File: src/rtl/motor_pwm_ctrl.sv
`default_nettype none
// ============================================================================
// Module   : motor_pwm_ctrl
// Purpose  : Memory-mapped four-channel motor PWM controller. Decodes a
//            16-word MMIO window on the data-memory bus, holds the
//            configuration registers, generates glitch-free PWM from a
//            prescaled period counter and routes H-bridge direction changes
//            through a per-channel dead-time (coast) interval.
// Ports    : clock, reset        - system clock, synchronous active-high reset
//            wEn, addr, dataIn   - dmem write enable, word address, write data
//            dataOut, hit        - registered read data / window-hit flag
//            PWMSignals[3:0]     - one PWM output per channel
//            Directions[7:0]     - 2 bits per channel, 00 = coast
// Options  : MOTOR_PWM_WATCHDOG_EN - builds a write-activity watchdog that
//            drops CTRL.en and sets STATUS.wdog after WDOG_CYCLES idle clocks.
// Revision : 1.0 - initial release
// ============================================================================
module motor_pwm_ctrl #(
    parameter logic [7:0] BASE        = 8'hF0,
    parameter int         DEAD_CYCLES = 16,
    parameter int         WDOG_CYCLES = 1048576
) (
    input  logic        clock,
    input  logic        reset,
    input  logic        wEn,
    input  logic [11:0] addr,
    input  logic [31:0] dataIn,
    output logic [31:0] dataOut,
    output logic        hit,
    output logic [3:0]  PWMSignals,
    output logic [7:0]  Directions
);

    localparam logic [7:0] c_DEAD      = 8'(DEAD_CYCLES);
    localparam logic       c_WDOG_LSB  = WDOG_CYCLES[0];
    localparam logic [3:0] c_OFS_CTRL  = 4'h0;
    localparam logic [3:0] c_OFS_PRE   = 4'h1;
    localparam logic [3:0] c_OFS_PER   = 4'h2;
    localparam logic [3:0] c_OFS_STAT  = 4'h3;
    localparam logic [3:0] c_OFS_DIR   = 4'h8;

    // Configuration / status registers
    logic        r_en;
    logic [15:0] r_prescale;
    logic [7:0]  r_period;
    logic        r_wrap;
    logic        r_wdog;
    logic [7:0]  r_dir;
    logic [7:0]  r_shadow [4];

    // Counters
    logic [15:0] r_pcnt;
    logic [7:0]  r_cnt;

    logic        w_sel;
    logic        w_wr;
    logic        w_wr_ctrl;
    logic        w_wr_stat;
    logic        w_wr_dir;
    logic        w_en_nxt;
    logic        w_tick;
    logic        w_boundary;
    logic        w_wdog_fire;
    logic [31:0] w_rdata;
    logic        w_unused;

    assign w_sel     = (addr[11:4] == BASE);
    assign w_wr      = wEn & w_sel;
    assign w_wr_ctrl = w_wr && (addr[3:0] == c_OFS_CTRL);
    assign w_wr_stat = w_wr && (addr[3:0] == c_OFS_STAT);
    assign w_wr_dir  = w_wr && (addr[3:0] == c_OFS_DIR);

    // Bits that are accepted on the bus but carry no meaning here.
    assign w_unused = ^{dataIn[31:16], c_WDOG_LSB};

    // Enable as it will be after this edge; a disabling write (or watchdog
    // expiry) overrides a coincident tick so the counters land on 0.
    always_comb begin
        w_en_nxt = r_en;
        if (w_wr_ctrl) begin
            w_en_nxt = dataIn[0];
        end
        if (w_wdog_fire) begin
            w_en_nxt = 1'b0;
        end
    end

    assign w_tick     = r_en && (r_pcnt == r_prescale);
    // Using >= lets a PERIOD shrink below the running count end the period
    // on the very next tick instead of wrapping through 255.
    assign w_boundary = w_tick && (r_cnt >= r_period) && w_en_nxt;

`ifdef MOTOR_PWM_WATCHDOG_EN
    localparam int                  c_WDOG_W    = $clog2(WDOG_CYCLES + 1);
    localparam logic [c_WDOG_W-1:0] c_WDOG_LOAD = c_WDOG_W'(WDOG_CYCLES);
    localparam logic [c_WDOG_W-1:0] c_WDOG_ONE  = c_WDOG_W'(1);

    logic [c_WDOG_W-1:0] r_wdog_cnt;

    always_ff @(posedge clock) begin
        if (reset || w_wr) begin
            r_wdog_cnt <= c_WDOG_LOAD;
        end else if (r_wdog_cnt != '0) begin
            r_wdog_cnt <= r_wdog_cnt - c_WDOG_ONE;
        end
    end

    // Fires once, on the 1 -> 0 step; the counter then parks at 0.
    assign w_wdog_fire = (r_wdog_cnt == c_WDOG_ONE) && !w_wr;
`else
    assign w_wdog_fire = 1'b0;
`endif

    // Register file
    always_ff @(posedge clock) begin
        if (reset) begin
            r_en       <= 1'b0;
            r_prescale <= 16'd0;
            r_period   <= 8'd255;
            r_wrap     <= 1'b0;
            r_wdog     <= 1'b0;
            r_dir      <= 8'd0;
            for (int i = 0; i < 4; i++) begin
                r_shadow[i] <= 8'd0;
            end
        end else begin
            r_en <= w_en_nxt;
            if (w_wr && (addr[3:0] == c_OFS_PRE)) begin
                r_prescale <= dataIn[15:0];
            end
            if (w_wr && (addr[3:0] == c_OFS_PER)) begin
                r_period <= dataIn[7:0];
            end
            if (w_wr_dir) begin
                r_dir <= dataIn[7:0];
            end
            if (w_wr && (addr[3:2] == 2'b01)) begin
                r_shadow[addr[1:0]] <= dataIn[7:0];
            end
            // Hardware set takes priority over a write-1-to-clear.
            if (w_boundary) begin
                r_wrap <= 1'b1;
            end else if (w_wr_stat && dataIn[0]) begin
                r_wrap <= 1'b0;
            end
            if (w_wdog_fire) begin
                r_wdog <= 1'b1;
            end else if (w_wr_stat && dataIn[1]) begin
                r_wdog <= 1'b0;
            end
        end
    end

    // Prescaler and period counter; both held at 0 while disabled.
    always_ff @(posedge clock) begin
        if (reset || !w_en_nxt || !r_en) begin
            r_pcnt <= 16'd0;
            r_cnt  <= 8'd0;
        end else if (w_tick) begin
            r_pcnt <= 16'd0;
            r_cnt  <= (r_cnt >= r_period) ? 8'd0 : r_cnt + 8'd1;
        end else begin
            r_pcnt <= r_pcnt + 16'd1;
        end
    end

    // Per-channel duty, dead-time and output stage
    for (genvar i = 0; i < 4; i++) begin : g_ch
        logic [7:0] r_active;
        logic [7:0] r_dead_cnt;
        logic       r_pwm;
        logic [1:0] r_dirs;
        logic       w_dir_chg;

        assign w_dir_chg = w_wr_dir && (dataIn[2*i +: 2] != r_dir[2*i +: 2]);

        always_ff @(posedge clock) begin
            if (reset) begin
                r_active   <= 8'd0;
                r_dead_cnt <= 8'd0;
                r_pwm      <= 1'b0;
                r_dirs     <= 2'b00;
            end else begin
                // Shadow is transparent while disabled, latched at the
                // period boundary while running, so no runt pulses.
                if (!r_en || w_boundary) begin
                    r_active <= r_shadow[i];
                end
                // A fresh change restarts the coast; newest target wins.
                if (w_dir_chg) begin
                    r_dead_cnt <= c_DEAD;
                end else if (r_dead_cnt != 8'd0) begin
                    r_dead_cnt <= r_dead_cnt - 8'd1;
                end
                r_pwm  <= r_en && (r_cnt < r_active) && (r_dead_cnt == 8'd0);
                r_dirs <= (r_dead_cnt != 8'd0) ? 2'b00 : r_dir[2*i +: 2];
            end
        end

        assign PWMSignals[i]       = r_pwm;
        assign Directions[2*i +: 2] = r_dirs;
    end

    // Read path, one cycle of latency like the neighbouring RAM
    always_comb begin
        w_rdata = 32'd0;
        case (addr[3:0])
            c_OFS_CTRL: w_rdata = {31'd0, r_en};
            c_OFS_PRE:  w_rdata = {16'd0, r_prescale};
            c_OFS_PER:  w_rdata = {24'd0, r_period};
            c_OFS_STAT: w_rdata = {30'd0, r_wdog, r_wrap};
            4'h4, 4'h5, 4'h6, 4'h7:
                        w_rdata = {24'd0, r_shadow[addr[1:0]]};
            c_OFS_DIR:  w_rdata = {24'd0, r_dir};
            default:    w_rdata = 32'd0;
        endcase
    end

    always_ff @(posedge clock) begin
        if (reset) begin
            dataOut <= 32'd0;
            hit     <= 1'b0;
        end else begin
            dataOut <= w_sel ? w_rdata : 32'd0;
            hit     <= w_sel;
        end
    end

endmodule
`default_nettype wire
File: config.mk
export PLATFORM = sky130hd
export DESIGN_NAME = motor_pwm_ctrl
export DESIGN_NICKNAME = d
export VERILOG_FILES = /design/src/rtl/motor_pwm_ctrl.sv
export SDC_FILE = /design/constraint.sdc
export NUM_CORES = 1
export LEC_CHECK = 0
export BUFFER_PORTS_ARGS = -buffer_cell sky130_fd_sc_hd__buf_2
export CELL_PAD_IN_SITES_DETAIL_PLACEMENT = 1
export CELL_PAD_IN_SITES_GLOBAL_PLACEMENT = 2
export CORE_AREA = 2 2 160 162
export DETAILED_ROUTE_END_ITERATION = 12
export DIE_AREA = 0 0 162 164
export PLACE_DENSITY = 0.76
export SLEW_MARGIN = 20
export SYNTH_ARGS = -nofsm -noshare
export SYNTH_HDL_FRONTEND = slang
export SYNTH_SLANG_ARGS = --single-unit
export TNS_END_PERCENT = 10
File: constraint.sdc
create_clock -name clock -period 4.4 [get_ports clock]
set_input_delay 0.66 -clock clock [delete_from_list [all_inputs] [get_ports clock]]
set_output_delay 0.66 -clock clock [all_outputs]
set_load 0.01 [all_outputs]
==> summary.md, run 1 <==
| Metric | Value |
|---|---|
| Hold Path Class | input port to register |
| Design area | 9660 µm² |
| Post-DP Area | 9100 µm² |
| FMAX | ~0.34 GHz |
| Sequential area share after synthesis | 46.4% |
| Min Tclk post-route | 2910 ps |
| Library cells used by synthesis | 55 |
| GR Overflow Total | 0 |
| Clk slew on worst S/H paths | 70 ps |
| Met3 Use GR | 3.13% |
| Top post-synthesis cells by area | dfxtp_1 35%, edfxtp_1 11%, ha_1 6.3%, nor2_1 5.7%, mux2i_1 4.0% |
| Synth area leader | dfxtp_1 |
| Crit-path leading delay family | compound AO/OA/AOI/OAI gates |
| CP max stage delay | 530 ps |
| Worst slew margin | 52.0% |
| Clock Latency Late Sink | between 400 and 500 ps |
| Logic pwr share | 19.4% |
| Critical path arrival | 3190 ps |
| Met1 Track Usage GR | 24.8% |
| Fin util | 38.9% |
| Maximum vdd drop | 0.231 mV |
| Crit Path Class | register to register |
| DP HPWL | 16800 µm |
| Initial Util | 34.6% |
| TritonRoute pass-1 iters | 6 |
| CTS Hold Bufs | 0 |
| Synth async-reset ratio | 0% |
| RSZ-0062 raised after global routing | no |
| Placed cells | 1257 |
| Dominant synthesized flop cell | dfxtp_1 |
| Area share of the largest cell type after synthesis | roughly a third |
| Final setup TNS | 0 ps |
| Clock share of power | between 30% and 40% |
| IO buf count | 59 |
| Largest net degree at the start of global routing | 63 |
| Clk sink count | 183 |
| Total of max-cap violations | 0 |
| Sequential share of power | a little under half |
| Post-synthesis cell area | about 8600 µm² |
| Final Non-Filler Cells | 1288 |
| Aggregate global-route resource usage | 18.3% |
| ANT cells | 0 |
| Core Box Area | between 20000 and 25000 µm² |
| Die ar. | 26600 µm² |
| Initial antenna violation count | 0 |
| Pwr/cell area | about 440 nW/µm² |
| Post-DRT Antenna Nets | 0 |
| CTS resizes | 0 |
| Die Ht | 164 µm |
| # H-tree levels | 4 |
| Count of pins over their slew limit | 0 |
| Pint | 3.00 mW |
| Final setup viols | 0 |
| TritonCTS Buffers | 17 |
| Worst slew pin tran | 713 ps |
| Detailed-route via count | 6383 |
| Critical path fanouts, max | 32 |
| Vias in the first global route | 6531 |
| Drt via density | 4.96 |
| Yosys warnings | 0 |
| Layer with the highest usage | met2 |
| Slowest CP cell | dfxtp_1 |
| Boundary pin count | 92 |
| EDFF count, synth | 32 |
| Global-route wire length before repair | roughly 37000 µm |
| Post-CTS setup buffer count | 0 |
| Max Root-Sink Buffers | 2 |
| Pleak | about 4.3 nW |
| Outcome | complete, no violations |
| Nets | 1036 |
| Floorplan row count | 58 |
| DRC viols | 0 |
| Final Cycle Share | 66.0% |
| Critical Path, Cell by Cell | inv_1 -> ha_1 -> nand2b_1 -> a2111o_1 -> a31oi_1 -> o41ai_4 -> buf_4 -> mux2i_1 -> nor2_1 |
| Share of cells above drive strength 1 | ~13% |
| Post-Route WL | 23200 µm |
| Final hold violation count | 0 |
| Sw Pwr | 1.26 mW |
| CP Data Required Time | 4690 ps |
| Met2 usage | 30.2% |
| Layout fillers | 2872 |
| Worst setup EP type | register |
| Sw Ratio | 29.6% |
| Synthesized area per cell | 9.52 µm² |
| Clock tree root driver cell | clkbuf_16 |
| CP Launch Type | register |
| Initial DRC Count | 410 |
| #FFs+latches synth | approximately 180 |
| Fin Clk Skew | roughly 13 ps |
| Syn Inst Count | between 900 and 1000 |
| CTS tree | built |
| Wire per inst | 18.0 µm |
| Worst Path Buf+Inv | 2 |
| Die Wd | roughly 160 µm |
| Area growth from synthesis to layout | 12.5% |
| Routability cong. | 0.762 |
## cells by family (layout without fill, tap and decap cells)
logic type,after synthesis,in the layout,synth area share [%]
XOR/XNOR,61,61,6.22
buffers and inverters,114,155,6.22
adder cells (fa/ha/maj),43,43,6.27
AND/OR/NAND/NOR,327,327,18.4
AO/OA/AOI/OAI,130,130,10.1
other,1,16,0.0437
flip-flops,183,183,46.4
multiplexers,43,43,6.32
## cell usage after synthesis, drive strengths merged, types with 13 or more instances
master and number:
a21o 21, a21oi 40, and2 26, buf 33, clkbuf 27, dfxtp 151, edfxtp 32, ha 43
inv 54, mux2i 34, nand2 73, nand3 13, nor2 132, nor3 17, o21ai 24, xnor2 36
xor2 25
## routing by layer
layer	routed length [µm]	part of all wire (%)
met5	0	0
met4	357	1.5
met3	675	2.9
met2	11000	48
met1	11100	48
## cells in the final DEF (no fill, tap or decap), drive strengths merged, types with 7 or more instances in the layout
cell type,instances
a211o,8
a21o,21
a21oi,40
a221oi,7
a22oi,7
and2,26
and3,8
buf,70
clkbuf,20
conb,16
dfxtp,151
edfxtp,32
ha,43
inv,60
mux2i,34
mux4,9
nand2,73
nand2b,8
nand3,13
nand4,7
nor2,132
nor3,17
nor4,11
o21ai,24
or3,11
xnor2,36
xor2,25
## path summary, 6_finish.rpt
kind	end	slack, ps	from	cells after the start
hold reg to reg	g_ch[2].r_dead_cnt[3]$_SDFFE_PP0P_	470	g_ch[2].r_dead_cnt[3]$_SDFFE_PP0P_	2
setup reg to reg	g_ch[2].r_active[1]$_SDFFE_PP0P_	1490	r_cnt[0]$_SDFFE_PP0P_	9
setup / recovery	g_ch[2].r_active[1]$_SDFFE_PP0P_	1490	r_cnt[0]$_SDFFE_PP0P_	9
hold / removal	r_prescale[14]$_SDFFE_PP0P_	460	dataIn[14]	3
## metrics by stage
step	hold slack [ps]	setup slack, ps	power, mW
finish	463	1490	4.27
global route	464	1280	4.51
CTS	446	1490	4.33
detailed placement	468	1270	2.85
global placement	459	1310	2.83
floorplan	447	1980	2.65
## worst reg2reg max path: cells and delay by family (launching register included)
kind,cells,cell delay [ps]
AO/OA/AOI/OAI,3,1020
flip-flops,1,530
buffers and inverters,2,450
multiplexers,1,280
adder cells (fa/ha/maj),1,270
AND/OR/NAND/NOR,2,220
## layout make-up
cell class	instances	area (µm²)	area share, %
clock buffers	20	468	4.85
well taps	330	413	4.28
repair buffers	70	380	3.94
multi-input cells	620	4130	42.7
inverters	54	203	2.10
flip-flops and latches	183	3980	41.2
clock inverters	11	85.1	0.881
## power groups by stage
| stage | Sequential (mW) | Combinational (mW) | Clock [mW] |
|---|---|---|---|
| 6_report | 1.98 | 0.829 | 1.47 |
| 5_1_grt | 2.00 | 0.943 | 1.57 |
| 4_1_cts | 1.98 | 0.843 | 1.51 |
| 3_5_place_dp | 2.01 | 0.838 | 0 |
| 3_3_place_gp | 2.01 | 0.819 | 0 |
| 2_1_floorplan | 1.98 | 0.674 | 0 |
## sequential cells by signal, summed over array words and instances, names as in the netlist
| register | flops |
|---|---|
| dataOut | 16 |
| r_wrap | 1 |
| g_ch.r_pwm | 4 |
| g_ch.r_dead_cnt | 32 |
| r_prescale | 16 |
| r_pcnt | 16 |
| r_shadow | 32 |
| g_ch.r_active | 32 |
| r_en | 1 |
| r_dir | 8 |
| r_period | 8 |
| g_ch.r_dirs | 8 |
| r_cnt | 8 |
| hit | 1 |
No activity file was read; power rests on OpenSTA's default activity.
==> run 2, diff against run 1 <==
--- a/config.mk
+++ b/config.mk
@@ -5,12 +5,13 @@
 export SDC_FILE = /design/constraint.sdc
 export NUM_CORES = 1
 export LEC_CHECK = 0
+export ABC_AREA = 1
 export BUFFER_PORTS_ARGS = -buffer_cell sky130_fd_sc_hd__buf_2
 export CELL_PAD_IN_SITES_DETAIL_PLACEMENT = 1
 export CELL_PAD_IN_SITES_GLOBAL_PLACEMENT = 2
-export CORE_AREA = 2 2 160 162
+export CORE_AREA = 2 2 174 176
 export DETAILED_ROUTE_END_ITERATION = 12
-export DIE_AREA = 0 0 162 164
+export DIE_AREA = 0 0 176 178
 export PLACE_DENSITY = 0.76
 export SLEW_MARGIN = 20
 export SYNTH_ARGS = -nofsm -noshare
==> constraint.sdc (replaced) <==
create_clock -name clock -period 2.45 [get_ports clock]
set_input_delay 0.3675 -clock clock [delete_from_list [all_inputs] [get_ports clock]]
set_output_delay 0.3675 -clock clock [all_outputs]
set_load 0.01 [all_outputs]
==> run 2 against run 1 <==
Net effect: synthesized area is 5.2% higher; clock power is 98% higher; synthesized cell count is 29% higher; combinational power is 62% higher; critical path type unchanged; largest cell class unchanged.
==> summary.md, run 2 <==
| Metric | Value |
|---|---|
| Yosys warnings | 0 |
| Worst slew margin | 45.1% |
| Crit Path Class | register to register |
| RSZ-0062 raised after global routing | no |
| Vias in the first global route | 7670 |
| Initial Util | around 31% |
| Most frequent cells in the layout | 206 x nor2_1, 186 x nand2_1, 154 x inv_1 |
| Worst slew pin tran | around 800 ps |
| Post-DRT Antenna Nets | 0 |
| CP Launch Type | register |
| Hold_sp | dataIn[14] |
| Dominant synthesized flop cell | dfxtp_1 |
| Top post-synthesis cells by area | dfxtp_1 33%, edfxtp_1 11%, nor2_1 8.6%, nand2_1 7.7%, inv_1 6.4% |
| Initial DRC Count | 386 |
| Largest regs | g_ch.r_active: 32 flops, g_ch.r_dead_cnt: 32 flops, r_shadow: 32 flops |
| Post-synthesis compound-gate area fraction | 11.1% |
| Max Root-Sink Buffers | 2 |
| #FFs+latches synth | 183 |
| Min Tclk post-route | 2020 ps |
| Main combinational cell family by area after synthesis | simple AND/OR/NAND/NOR gates |
| Maximum vdd drop | around 0.32 mV |
| Post-CTS setup buffer count | 0 |
| Hold slack | 207 ps |
| Final Cycle Share | 82.4% |
| # H-tree levels | 4 |
| Final setup TNS | 0 ps |
| Fin Clk Skew | 14.5 ps |
| DRC viols | 0 |
| Largest net degree at the start of global routing | 66 |
| TritonRoute pass-1 iters | 5 |
| Final hold violation count | 0 |
| Initial antenna violation count | 1 |
| Post-Route WL | 26600 µm |
| Most common library cells after synthesis | 206 x nor2_1, 186 x nand2_1, 154 x inv_1 |
| Clock tree root driver cell | clkbuf_16 |
| Die Wd | roughly 180 µm |
| Global-route wire length before repair | 42200 µm |
| Critical path fanouts, max | 6 |
| Count of pins over their slew limit | 0 |
| ANT cells | 0 |
| CTS tree | built |
| Nets | 1326 |
| Critical path arrival | approximately 2400 ps |
| Drt via density | about 4.7 |
| IO buf count | 59 |
| Boundary pin count | 92 |
| Library cells used by synthesis | 41 |
| CTS resizes | 0 |
| Synth async-reset ratio | 0% |
| Post-synthesis simple-gate area fraction | 26.0% |
| Post-Synth XOR/XNOR Area | 2.33% |
| Most frequent cell after synthesis | nor2_1 |
| Multiplexer area fraction after synthesis | 0% |
| Crit Reg-Reg Startpoint | g_ch[0].r_dead_cnt[0]$_SDFFE_PP0P_ |
| Synth area leader | dfxtp_1 |
| Die Ht | between 150 and 200 µm |
| Post-synthesis cell area | between 9000 and 10000 µm² |
| FMAX | 0.495 GHz |
| Clock Latency Late Sink | 440 ps |
| Pwr/cell area | 738 nW/µm² |
| Die ar. | 31300 µm² |
| Detailed-route via count | 7696 |
| Floorplan row count | 63 |
| EDFF count, synth | 32 |
| Clk sink count | 183 |
| Crit. Startpoint | g_ch[0].r_dead_cnt[0]$_SDFFE_PP0P_ |
| Aggregate global-route resource usage | 17.6% |
| Share of cells above drive strength 1 | 12.9% |
| Pleak | 4.44 nW |
| Routability cong. | between 0.7 and 0.8 |
| Hold Path Class | input port to register |
| Layout fillers | roughly 3700 |
| Synthesized area per cell | a little under 8 µm² |
| Commonest non-fill, non-tap cell in the layout | nor2_1 |
| Area growth from synthesis to layout | 15.0% |
| Sequential area share after synthesis | 44.1% |
| Total of max-cap violations | 0 |
| Clk slew on worst S/H paths | ~70 ps |
| Worst setup EP type | register |
| Syn Inst Count | 1166 |
| Core Box Area | 29400 µm² |
| Final setup viols | 0 |
| Area share of the largest cell type after synthesis | 33.5% |
| CP Data Required Time | 2790 ps |
| GR Overflow Total | 0 |
| DP HPWL | 20100 µm |
| TritonCTS Buffers | 17 |
| Wire per inst | between 15 and 20 µm |
| Outcome | complete, no violations |
| CTS Hold Bufs | 0 |
| Adder-Cell Fraction of Synth Area | under 10% |
run 2: cell types whose count changed after synthesis, moves of 26 or more:
cell | previous run | this run
nand3_1 | 11 | 38
nor2_1 | 131 | 206
a21oi_1 | 40 | 81
inv_1 | 54 | 154
and2_1 | 26 | 0
nand2_1 | 73 | 186
xnor2_1 | 36 | 8
mux2i_1 | 34 | 0
a211oi_1 | 2 | 28
run 2: final timing paths:
| check | to | cells after the start | slack (ps) |
|---|---|---|---|
| setup / recovery | g_ch[0].r_dirs[1]$_SDFF_PP0_ | 10 | 430 |
| hold / removal | r_prescale[14]$_SDFFE_PP0P_ | 3 | 210 |
| setup reg to reg | g_ch[0].r_dirs[1]$_SDFF_PP0_ | 10 | 430 |
| hold reg to reg | g_ch[1].r_dead_cnt[0]$_SDFFE_PP0P_ | 2 | 460 |
run 2: logic make-up after synthesis:
logic type	count (synthesis)
buffers and inverters	215
AOI/OAI and AO/OA	169
DFF	183
and+or+nand+nor	531
xor gates and xnor gates	24
adders and majority gates	43
other	1
run 2: layout make-up:
| type | instances | area [µm²] | area share [%] |
|---|---|---|---|
| Clock inverter | 11 | 146 | 1.41 |
| Sequential cell | 183 | 3990 | 38.4 |
| Timing Repair Buffer | 91 | 548 | 5.28 |
| Clock buffer | 20 | 457 | 4.40 |
| Multi-Input combinational cell | 783 | 4160 | 40.1 |
| Inverter | 160 | 601 | 5.78 |
| Tap cell | 390 | 488 | 4.70 |
run 2: report_power, final:
group | leakage (nW) | switching (mW) | internal, mW
clock network | 0.302 | 1.25 | 1.66
registers | 1.54 | 0.136 | 3.29
logic | 2.61 | 0.844 | 0.495
total | 4.44 | 2.23 | 5.44
run 2: per-layer routing:
| layer | vias to the layer above | share of wire [%] | track usage, % |
|---|---|---|---|
| li1 | 3902 | - | - |
| met1 | 3681 | 51 | 24.6 |
| met2 | 95 | 46 | 28.8 |
| met3 | 16 | 2.2 | 2.09 |
| met4 | 2 | 0.79 | 4.61 |
| met5 | - | 0.049 | 0 |
run 2: worst max-delay path, cell delays in order (launching register included):
cell     delay (ps)
dfxtp_1         310
inv_1           140
ha_1            210
inv_1            50
nor3_1          200
nand3_1         130
nor2_1          150
inv_1           120
nor2_1          250
inv_1           150
nor2_1          230
run 2: stage by stage:
| step | cell area, µm² | power, mW | worst slack, ps | util, % | std cells |
|---|---|---|---|---|---|
| global route | 10400 | 8.11 | 172 | 35.3 | 1638 |
| global placement | 9780 | 4.81 | 240 | 33.3 | 1607 |
| floorplan | 9090 | 4.48 | 474 | - | 1181 |
| CTS | 10400 | 7.77 | 419 | 35.3 | 1638 |
| detailed placement | 9780 | 4.85 | 201 | 33.3 | 1607 |
| finish | 10400 | 7.67 | 431 | 35.3 | 1638 |
